==> src/rtl/fifo_pkg.sv <==
// Shared pointer helpers for both sides of the asynchronous FIFO.
// Functions work on 32-bit values and are sized down with a cast at the call site.
package fifo_pkg;

  localparam int MAX_PTR_W = 32;

  function automatic int ptr_width(input int addr_width);
    return addr_width + 1;
  endfunction

  function automatic logic [MAX_PTR_W-1:0] bin2gray(input logic [MAX_PTR_W-1:0] bin);
    return bin ^ (bin >> 1);
  endfunction

  // Zero upper bits leave the result unchanged, so narrow pointers can be zero-extended.
  function automatic logic [MAX_PTR_W-1:0] gray2bin(input logic [MAX_PTR_W-1:0] gray);
    logic [MAX_PTR_W-1:0] bin;
    bin = '0;
    bin[MAX_PTR_W-1] = gray[MAX_PTR_W-1];
    for (int i = MAX_PTR_W - 2; i >= 0; i--) begin
      bin[i] = bin[i+1] ^ gray[i];
    end
    return bin;
  endfunction

endpackage

==> src/rtl/fifo_gray2bin.sv <==
// Combinational gray-to-binary converter for a synchronised pointer.
// Zero latency; no flow control.
module fifo_gray2bin #(
  parameter int WIDTH = 4
) (
  input  logic [WIDTH-1:0] gray,
  output logic [WIDTH-1:0] bin
);

  always_comb begin
    bin = '0;
    bin[WIDTH-1] = gray[WIDTH-1];
    for (int i = WIDTH - 2; i >= 0; i--) begin
      bin[i] = bin[i+1] ^ gray[i];
    end
  end

endmodule

==> src/rtl/fifo_rd_ctrl.sv <==
// Read-side pointer and flag controller of the asynchronous FIFO, read clock domain only.
// All outputs registered; pops are accepted only while EMPTY is low.
module fifo_rd_ctrl
  import fifo_pkg::*;
#(
  parameter int ADDR_WIDTH   = 3,
  parameter int AEMPTY_LEVEL = 1
) (
  input  logic                  R_CLK,
  input  logic                  R_RST,
  input  logic                  R_INC,
  input  logic                  CLR_UFLOW,
  input  logic [ADDR_WIDTH:0]   R_WPTR_GRAY,
  output logic [ADDR_WIDTH-1:0] R_ADDR,
  output logic [ADDR_WIDTH:0]   R_PTR_GRAY,
  output logic                  EMPTY,
  output logic                  ALMOST_EMPTY,
  output logic [ADDR_WIDTH:0]   R_LEVEL,
  output logic                  UNDERFLOW
);

  localparam int PTR_W = ptr_width(ADDR_WIDTH);
  localparam logic [PTR_W-1:0] AE_THRESH = PTR_W'(AEMPTY_LEVEL);

  logic [PTR_W-1:0] rbin;
  logic [PTR_W-1:0] rbin_next;
  logic [PTR_W-1:0] rgray_next;
  logic [PTR_W-1:0] wbin;
  logic [PTR_W-1:0] level_next;
  logic             pop;

  fifo_gray2bin #(
    .WIDTH (PTR_W)
  ) u_wptr_g2b (
    .gray (R_WPTR_GRAY),
    .bin  (wbin)
  );

  // Flags are computed from the post-pop pointer so they settle on the same edge as the pop.
  always_comb begin
    pop        = R_INC & ~EMPTY;
    rbin_next  = rbin + PTR_W'(pop);
    rgray_next = PTR_W'(bin2gray(MAX_PTR_W'(rbin_next)));
    level_next = wbin - rbin_next;
  end

  always_ff @(posedge R_CLK) begin
    if (R_RST) begin
      rbin         <= '0;
      R_PTR_GRAY   <= '0;
      EMPTY        <= 1'b1;
      ALMOST_EMPTY <= 1'b1;
      R_LEVEL      <= '0;
      UNDERFLOW    <= 1'b0;
    end else begin
      rbin         <= rbin_next;
      R_PTR_GRAY   <= rgray_next;
      EMPTY        <= (rgray_next == R_WPTR_GRAY);
      ALMOST_EMPTY <= (level_next <= AE_THRESH);
      R_LEVEL      <= level_next;
      if (R_INC && EMPTY) begin
        UNDERFLOW <= 1'b1;
      end else if (CLR_UFLOW) begin
        UNDERFLOW <= 1'b0;
      end
    end
  end

  assign R_ADDR = rbin[ADDR_WIDTH-1:0];

endmodule

==> config.mk <==
export PLATFORM = sky130hd
export DESIGN_NAME = fifo_rd_ctrl
export DESIGN_NICKNAME = d
export VERILOG_FILES = /design/src/rtl/fifo_pkg.sv /design/src/rtl/fifo_gray2bin.sv /design/src/rtl/fifo_rd_ctrl.sv
export SDC_FILE = /design/constraint.sdc
export NUM_CORES = 1
export LEC_CHECK = 0
export BUFFER_PORTS_ARGS = -buffer_cell sky130_fd_sc_hd__buf_2
export CAP_MARGIN = 0
export CORE_ASPECT_RATIO = 0.9
export CORE_UTILIZATION = 40
export DETAILED_ROUTE_END_ITERATION = 8
export PLACE_DENSITY = 0.65
export SETUP_SLACK_MARGIN = 0.4
export SYNTH_ARGS = -nofsm -noshare
export SYNTH_HDL_FRONTEND = slang
export SYNTH_SLANG_ARGS = --single-unit
==> constraint.sdc <==
create_clock -name R_CLK -period 3.1 [get_ports R_CLK]
set_input_delay 0.465 -clock R_CLK [delete_from_list [all_inputs] [get_ports R_CLK]]
set_output_delay 0.465 -clock R_CLK [all_outputs]
set_load 0.01 [all_outputs]
* Word-level counts from Yosys, hierarchy flattened *
Index checks and enable logic that the tools add are counted.

word-level totals
  word-level logic and storage cells = 20
  register bits = 15
  input bits = 8

operators by class
  magnitude comparators = 1
  mux-type cells = 2
  add/subtract/negate cells = 2
  bitwise operators = 6
  eq/ne operators = 1
  reduce and logical (&&, ||, !) cells = 2

operators with widths
  cell                                                  count
  adder 4 x 1 -> 4 bit                                  1
  equality test 4 bit                                   1
  <= comparator 4 x 1 -> 1 bit (second input constant)  1
  subtractor 4 bit                                      1
  bitwise XOR 4 x 3 -> 4 bit                            1
  bitwise XOR 1 bit                                     3
  two-way mux 1 bit                                     2
  nonzero test 2 bit                                    1
  bitwise AND 1 bit                                     1
  logical AND 1 bit                                     1
  inverter 1 bit                                        1

* Logic depth before layout (Yosys ltp) *
Gate-level depths: netlist (run 1).

  word-level depth = 5
  gate-level depth with buffers = 9
  depth with buffers taken out = 9

* Cells and area by module *
A second synthesis (run 1) with hierarchy kept.

second synthesis, totals
  cell total of the unflattened synthesis = 73
  area total of the unflattened synthesis = 753.2 µm²

by module, submodules not included
  module         cells each  instances  area each (µm²)
  fifo_rd_ctrl   68          1          703.2
  fifo_gray2bin  5           1          50.0

* Worst setup path before layout (run 1) *
No wires, ideal clock.

  path kind = in2reg
  from = in R_INC
  to = reg ALMOST_EMPTY
  path slack = 0.717 ns
  cell stages on the path = 9
  path buffers = 0
  arrival = 2.268 ns
  cell sequence = nor2b_1 > ha_1 > ha_1 > xnor2_1 > ha_1 > a21bo_2 > o221ai_2 > xnor2_1 > a31o_1

between the ends
  cells in the longest elaborated chain, start to end = 4

RTL lines
  item                          line                text
  start, declared               fifo_rd_ctrl.sv:11  input logic R_INC,
  bitwise AND 1 bit             fifo_rd_ctrl.sv:41  pop = R_INC & ~EMPTY;
  adder 4 x 1 -> 4 bit          fifo_rd_ctrl.sv:42  rbin_next = rbin + PTR_W'(pop);
  subtractor 4 bit              fifo_rd_ctrl.sv:44  level_next = wbin - rbin_next;
  <= comparator 4 x 1 -> 1 bit  fifo_rd_ctrl.sv:59  ALMOST_EMPTY <= (level_next <= AE_THRESH);
  end signal, assigned          fifo_rd_ctrl.sv:59
  end, declared                 fifo_rd_ctrl.sv:17  output logic ALMOST_EMPTY,

Every way passes these cells.
A chain may end at the register's enable or synchronous reset.

* Final worst setup path (run 1) *
  from = reg EMPTY
  to = reg ALMOST_EMPTY

between the ends
  cells in the longest elaborated chain, start to end = 5

RTL lines
  item                          line                text
  start, declared               fifo_rd_ctrl.sv:16  output logic EMPTY,
  start signal, assigned        fifo_rd_ctrl.sv:58  EMPTY <= (rgray_next == R_WPTR_GRAY);
  inverter 1 bit                fifo_rd_ctrl.sv:41
  bitwise AND 1 bit             fifo_rd_ctrl.sv:41
  adder 4 x 1 -> 4 bit          fifo_rd_ctrl.sv:42
  subtractor 4 bit              fifo_rd_ctrl.sv:44
  <= comparator 4 x 1 -> 1 bit  fifo_rd_ctrl.sv:59

Every way passes these cells.

==> metrics.log, run 1 <==
[metrics] Routed wire per std cell: 11.6 µm
[metrics] antenna diode instance count: 0
[metrics] number of setup violations in the final report: 0
[metrics] hold violation total from the final report: 0
[metrics] unrepaired setup endpoints after global routing: false
[metrics] fmax: 442 MHz
[metrics] main area contributors after synthesis: dfxtp_1, ha_1, xnor2_1
[metrics] area of all placed cells without fillers: 866 µm²
[metrics] Slowest cell on crit path: dfxtp_1
[metrics] remaining number of nets flagged by the antenna check after routing: 0
[metrics] clk buf depth: 2
[metrics] fraction of layout instances using a drive strength above 1: 36.3%
[metrics] x dimension of the die: 46 µm
[metrics] drt first pass iters: 1
[metrics] Top Ports: 22
[metrics] worst-case headroom to the max-slew limit: 77.1%
[metrics] vias per inst: 4.49
[metrics] final-layout setup total negative slack: 0 ps
[metrics] portion of the post-synthesis area used by sequential elements: approximately 40%
[metrics] Pwr Total: about 450 µW
[metrics] library cell with the highest instance count after synthesis: dfxtp_1
[metrics] total routing usage reported by global routing: between 10% and 20%
[metrics] Iteration-0 DRC Markers: 0
[metrics] aggregate global routing overflow: 0
[metrics] Switching Fraction: 27.9%
[metrics] clock root buffer master: clkbuf_4
[metrics] Worst Path Max Fanout: 5
[metrics] top-area cell type share of the netlist area: 40.2%
[metrics] y dimension of the die: 41.6 µm
[metrics] vias in the first global route: 464
[metrics] count of placed standard cells including taps: 109
[metrics] initial cell density of the core: 45.6%
[metrics] slack of the worst reg-to-reg path: between 800 and 900 ps
[metrics] Max VDD drop: around 0.00031 V
[metrics] cells after synthesis: 67
[metrics] routability congestion estimate from global placement: 0.812
[metrics] part of the total power dissipated in the clock network: between 20% and 30%
[metrics] Distinct cells, synth: 22
[metrics] level count of the clock H-tree: 1
[metrics] post-route minimum period: 2260 ps
[metrics] antenna violations before repair: 0
[metrics] filler-free cell count of the finished design: 113
[metrics] synth warn: 0
[metrics] Internal Dissipation: ~320 µW
[metrics] start-to-end type of the worst setup path: reg2reg
[metrics] clock sink count: 14
[metrics] share of power burned in registers: 45.2%
[metrics] number of gates resized after cts: 0
[metrics] number of placement rows: 13
[metrics] Most common cell on crit path: ha_1
[metrics] Post-Synthesis Mean Instance Area: 10.4 µm²
[metrics] DRC errors left: 0
[metrics] worst hold path type: in2reg
[metrics] cell area after synthesis: 697 µm²
[metrics] total length of routed met3 wires: about 84 µm
[metrics] number of buffer and inverter stages on the critical path: 1
[metrics] Power Density: 520 nW/µm²
[metrics] die outline area: 1910 µm²
[metrics] Max Cap Viol: 0
[metrics] final worst path period share: ~73%
[metrics] global-route wire length before repair: 2.04 mm
[metrics] count of state elements after synthesis: 14
[metrics] port buffer count: 21
[metrics] routed length on met2: slightly below 600 µm
[metrics] core outline area: 1530 µm²
[metrics] cell breakdown of the critical path: nor2b_1 -> ha_1 -> ha_1 -> xnor2_1 -> buf_4 -> ha_1 -> a21bo_2 -> o221ai_2 -> xnor2_1 -> a31o_1
[metrics] startpoint kind of the worst setup timing path: flop
[metrics] Util after Layout: 56.6%
[metrics] Top Metal Used: met4
[metrics] sort of element at the end of the critical path: flop
[metrics] half-perimeter wire length after detailed placement: 974 µm
[metrics] net switching power: 126 µW
[metrics] Async SR Flop Fraction: 0%
[metrics] Logic pwr share: between 20% and 30%
[metrics] clock tree from TritonCTS: built
[metrics] number of hold buffers added after cts: 0
[metrics] Worst-Skew Late Latency: 280 ps
[metrics] number of setup buffers added after CTS: 0
[metrics] cell accounting for the most synthesized area: dfxtp_1
[metrics] Max stage delay on crit path: ~360 ps
[metrics] critical path data arrival time: between 2000 and 2500 ps
[metrics] routed via count: 507
[metrics] total clock buffers created by CTS: 3
[metrics] required arrival time at the worst endpoint: 3280 ps
[metrics] pin count of the biggest net entering global routing: 15
[metrics] most used flip-flop cell after synthesis: dfxtp_1
[metrics] post-layout net count: 105
[metrics] clock input transition at the sequential cells of the worst setup and hold paths: 80 ps
[metrics] Post-Route M1 WL: between 600 and 700 µm
[metrics] leakage power: between 0.0004 and 0.0005 µW
[metrics] kind of cell adding the most delay to the critical path: adder cells
[metrics] fin. max-slew vios: 0
[metrics] clk_skew: 0.914 ps
[metrics] layout overhead on the synthesized area: 24.2%
[metrics] ranking of synthesized cells by instance count: dfxtp_1, nor2_1, xnor2_1
[metrics] actual slew at the worst max-slew pin: 343 ps
[metrics] number of enable flip-flop cells after synthesis: 0
[metrics] Post-Synthesis Net Count: 80
[metrics] placed cell area: 830 µm²
[metrics] final routed wirelength across all metal layers: 1.31 mm
[metrics] outcome: complete, no violations
==> cell usage in the layout, fill, tap and decap left out <==
cell type  instances
a21bo_2            1
a21boi_0           1
a21oi_1            2
a31o_1             1
a31o_2             1
buf_2             21
buf_4              1
clkbuf_4           3
clkbuf_8           1
dfxtp_1           14
ha_1               5
inv_1              3
mux2i_1            1
nand2_1            3
nand2b_1           2
nand3_1            1
nor2_1             7
nor2b_1            4
o21bai_1           1
o221ai_2           1
or2_2              2
xnor2_1            7
xnor3_2            1
xor2_1             6
xor3_4             1
==> logic make-up after synthesis <==
kind of cell / after synthesis / share of synthesized area [%]
and+or+nand+nor: 19 / 13.3
xor gates and xnor gates: 15 / 23.7
DFF: 14 / 40.2
AOI/OAI and AO/OA: 8 / 9.70
buffers and inverters: 5 / 2.69
adders and majority gates: 5 / 8.98
muxes: 1 / 1.44
==> power by group through the flow <==
stage | Sequential (µW) | Clock (µW) | Combinational, µW
after floorplan | 217 | 0 | 68.4
after global placement | 207 | 0 | 113
after detailed placement | 207 | 0 | 116
after CTS | 204 | 136 | 117
after global routing | 205 | 143 | 126
final | 204 | 131 | 116
==> cell type report <==
class / count / area [µm²]
Clock buffer: 4 / 36.3
Multi-Input combinational cell: 48 / 398
Sequential cell: 14 / 280
Tap cell: 22 / 27.5
Fill cell: 150 / 663
Inverter: 3 / 11.3
Timing Repair Buffer: 22 / 113
==> final timing paths <==
| path | startpoint | end | cells past startpoint |
|---|---|---|---|
| worst min-delay path | R_INC | UNDERFLOW | 3 |
| worst max-delay path | EMPTY | ALMOST_EMPTY | 10 |
| worst min register to register | UNDERFLOW | UNDERFLOW | 2 |
| worst max register to register | EMPTY | ALMOST_EMPTY | 10 |
==> per-stage QoR <==
stage / hold slack, ps / worst slack (ps)
after global routing: 444 / 731
after floorplan: 489 / 717
final: 441 / 840
after detailed placement: 462 / 549
after CTS: 430 / 851
after global placement: 455 / 587
==> flip-flops by register name (all words and copies together) (netlist names) <==
signal        cells
ALMOST_EMPTY      1
EMPTY             1
R_LEVEL           4
R_PTR_GRAY        4
UNDERFLOW         1
rbin              3
==> routing by layer <==
layer  global-route usage (%)  vias up
li1                         -      267
met1                     18.2      221
met2                     23.7       16
met3                     7.83        3
met4                     7.06        0
met5                        0        -
==> worst register-to-register path: cells and delay by family, from the launching register on <==
family,cells,cell delay [ps]
buf+inv,1,150
flops,1,360
xor+xnor,2,240
fa+ha+maj,3,740
compound gates,3,620
simple gates,1,60
(Power assumes the default switching activity.)
==> inputs of run 2 (changes only) <==
Settings changed: ABC_AREA set to 1, PLACE_DENSITY 0.65 to 0.66.
Clock period 3.1 ns to 2 ns, I/O delays scaled along.
==> metrics.log, run 2 <==
[metrics] level count of the clock H-tree: 1 (unchanged)
[metrics] number of enable flip-flop cells after synthesis: 0 (unchanged)
[metrics] worst-case headroom to the max-slew limit: 85.8% (+8.7 points)
[metrics] number of hold buffers added after cts: 0 (unchanged)
[metrics] post-route minimum period: 1770 ps (-490 ps)
[metrics] drt first pass iters: 2 (+1)
[metrics] most used cells in the layout excluding fill and tap cells: buf_2, nand2_1, dfxtp_1, inv_1, nor2_1
[metrics] worst hold path type: in2reg
[metrics] half-perimeter wire length after detailed placement: 1.22 mm (+25%)
[metrics] critical path data arrival time: 2000 ps (-440 ps)
[metrics] antenna violations before repair: 0 (unchanged)
[metrics] final worst path period share: 88.5% (+16 points)
[metrics] hold violation total from the final report: 0 (unchanged)
[metrics] clock root buffer master: clkbuf_4
[metrics] cell accounting for the most synthesized area: dfxtp_1
[metrics] Worst Path Max Fanout: 3 (-2)
[metrics] part of the total power dissipated in the clock network: 27.0% (-2.0 points)
[metrics] unrepaired setup endpoints after global routing: true
[metrics] placed cell area: 951 µm² (+15%)
[metrics] vias per inst: 4.39 (-2.1%)
[metrics] count of state elements after synthesis: 14 (unchanged)
[metrics] antenna diode instance count: 0 (unchanged)
[metrics] port buffer count: 21 (unchanged)
[metrics] synth warn: 0 (unchanged)
[metrics] share of power burned in registers: 41.7% (-3.5 points)
[metrics] fin. max-slew vios: 0 (unchanged)
[metrics] Post-Synthesis Mean Instance Area: 8.22 µm² (-21%)
[metrics] Cells on Worst Hold Path: 4 (+1)
[metrics] Logic pwr share: 31.3% (+5.5 points)
[metrics] vias in the first global route: 639 (+38%)
[metrics] Max VDD drop: 0.000307 V (-2.2%)
[metrics] library cell with the highest instance count after synthesis: nand2_1
[metrics] number of placement rows: 14 (+1)
[metrics] filler-free cell count of the finished design: 148 (+31%)
[metrics] ranking of synthesized cells by instance count: nand2_1, inv_1, dfxtp_1
[metrics] area of all placed cells without fillers: 1090 µm² (+26%)
[metrics] clock input transition at the sequential cells of the worst setup and hold paths: 80 ps (about the same)
[metrics] Top Ports: 22 (unchanged)
[metrics] DRC errors left: 0 (unchanged)
[metrics] total routing usage reported by global routing: 16.5% (+0.79 points)
[metrics] most used flip-flop cell after synthesis: dfxtp_1
[metrics] layout overhead on the synthesized area: 39.6%
[metrics] Iteration-0 DRC Markers: 5 (+5)
[metrics] routability congestion estimate from global placement: 0.790 (-2.7%)
[metrics] most frequent standard cell in the layout excluding fill and tap cells: buf_2
[metrics] Switching Fraction: 30.6% (+2.7 points)
[metrics] fmax: 565 MHz (+28%)
[metrics] leakage power: 0.000544 µW (+28%)
[metrics] Internal Dissipation: 521 µW (+60%)
[metrics] final worst setup slack: 230 ps (-610 ps)
[metrics] required arrival time at the worst endpoint: 2230 ps (-1050 ps)
[metrics] number of setup violations in the final report: 0 (unchanged)
[metrics] sort of element at the end of the critical path: flop
[metrics] y dimension of the die: 43.9 µm (+5.6%)
[metrics] clk buf depth: 2 (unchanged)
[metrics] Filler cells: 162 (+8.0%)
[metrics] main area contributors after synthesis: dfxtp_1, nand2_1, ha_1
[metrics] Worst Setup SP: EMPTY
[metrics] top-area cell type share of the netlist area: 35.9% (-4.3 points)
[metrics] routed via count: 650 (+28%)
[metrics] core outline area: 1750 µm² (+15%)
[metrics] post-layout net count: 138 (+31%)
[metrics] portion of the post-synthesis area used by sequential elements: 35.9% (-4.3 points)
[metrics] largest registers: R_LEVEL x4, R_PTR_GRAY x4, rbin x3
[metrics] remaining number of nets flagged by the antenna check after routing: 0 (unchanged)
[metrics] hold endpoint: UNDERFLOW
[metrics] Worst Reg2Reg Path Length in Cells: 13 (+3)
[metrics] total clock buffers created by CTS: 3 (unchanged)
[metrics] aggregate global routing overflow: 0 (unchanged)
[metrics] slack of the worst reg-to-reg path: 230 ps (-610 ps)
[metrics] pin count of the biggest net entering global routing: 11 (-4)
[metrics] clock tree from TritonCTS: built
[metrics] cells after synthesis: 95 (+42%)
[metrics] net switching power: 229 µW (+82%)
[metrics] final routed wirelength across all metal layers: 1.56 mm (+19%)
[metrics] outcome: complete, no violations
[metrics] clock sink count: 14 (unchanged)
[metrics] x dimension of the die: 48.6 µm (+5.6%)
[metrics] Hold Path Origin: CLR_UFLOW
[metrics] actual slew at the worst max-slew pin: 211 ps (-131 ps)
[metrics] Max Cap Viol: 0 (unchanged)
[metrics] start-to-end type of the worst setup path: reg2reg
[metrics] Power Density: 688 nW/µm² (+32%)
[metrics] Async SR Flop Fraction: 0% (unchanged)
[metrics] count of placed standard cells including taps: 140 (+28%)
[metrics] Routed wire per std cell: 10.5 µm (-9.1%)
[metrics] startpoint kind of the worst setup timing path: flop
[metrics] Setup Slack @ Placement: -13.6 ps (-562 ps)
[metrics] cell area after synthesis: 781 µm² (+12%)
[metrics] Distinct cells, synth: 21 (-4.5%)
[metrics] Pwr Total: 750 µW (+66%)
[metrics] clk_skew: 0.435 ps (-0.479 ps)
[metrics] global-route wire length before repair: 2.59 mm (+27%)
[metrics] Worst-Skew Late Latency: 280 ps (about the same)
[metrics] worst reg2reg path startpoint: EMPTY
[metrics] Post-Synthesis Net Count: 108 (+35%)
[metrics] Min Hold Slack: 262 ps (-179 ps)
[metrics] die outline area: 2130 µm² (+11%)
[metrics] worst flop-to-flop path endpoint: ALMOST_EMPTY
[metrics] initial cell density of the core: 44.6% (-1.0 points)
[metrics] fraction of layout instances using a drive strength above 1: 55.6% (+19 points)
-- run 2: changes by cell type after synthesis, sizes merged, moves of 2 or more --
cell	before	now
nand2	3	24
inv	3	16
nor2	7	17
nand3	1	7
xnor2	7	2
nor2b	4	0
a31o	2	0
clkbuf	2	0
nand2b	2	0
or2	2	0
-- run 2: kinds of logic after synthesis --
family / after synthesis / synth area share (%)
AND/OR/NAND/NOR: 49 / 35.7
flip-flops: 14 / 35.9
AO/OA/AOI/OAI: 3 / 2.40
XOR/XNOR: 7 / 8.81
adder cells (fa/ha/maj): 5 / 8.01
buffers and inverters: 17 / 9.13
-- run 2: power by group through the flow --
stage | Sequential, µW | Combinational (µW) | Clock, µW
final | 312 | 235 | 203
after global routing | 315 | 260 | 214
after CTS | 312 | 208 | 204
after detailed placement | 319 | 194 | 0
after global placement | 319 | 187 | 0
after floorplan | 334 | 124 | 0
-- run 2: routing by layer --
metal | vias up | global-route usage, % | wire length [µm]
met4 | 0 | 10.6 | 36
met3 | 4 | 2.11 | 45
met5 | - | 0 | 0
met1 | 289 | 19.4 | 736
li1 | 342 | - | -
met2 | 15 | 29.0 | 742
-- run 2: final cells by class --
cell class	instances	area, µm²	share of cell area (%)
Clock buffer	4	36.3	3.33
Inverter	16	65.1	5.97
Multi-Input combinational cell	64	531	48.7
Sequential cell	14	282	25.8
Tap cell	24	30.0	2.76
Timing Repair Buffer	26	146	13.4
-- run 2: what timing repair did --
item,4_1_cts,5_1_grt
gates resized for setup,3,13
buffers inserted,4,0
setup endpoints to repair,5,6
pin swaps,12,13
-- run 2: worst max path at each step --
stage                         to  cells after the start
floorplan           ALMOST_EMPTY                     14
global placement    ALMOST_EMPTY                     16
detailed placement  ALMOST_EMPTY                     16
CTS                 ALMOST_EMPTY                     14
global route        ALMOST_EMPTY                     13
finish              ALMOST_EMPTY                     13
-- run 2: metrics by stage --
step,TNS [ps],utilization (%)
finish,0,62.2
global route,0,62.2
CTS,0,58.8
detailed placement,-13.6,54.3
global placement,0,54.3
floorplan,0,-
-- run 2: critical path: stages (launching register included) --
cell and delay, ps:
dfxtp_2 330, nor2_2 90, ha_2 210, ha_4 130, inv_2 40, nand2_4 50, nand2_4 60, ha_4 280
inv_4 50, nor2_4 70, nand3_2 80, a21oi_2 190, nor2_4 60, nor2_2 60
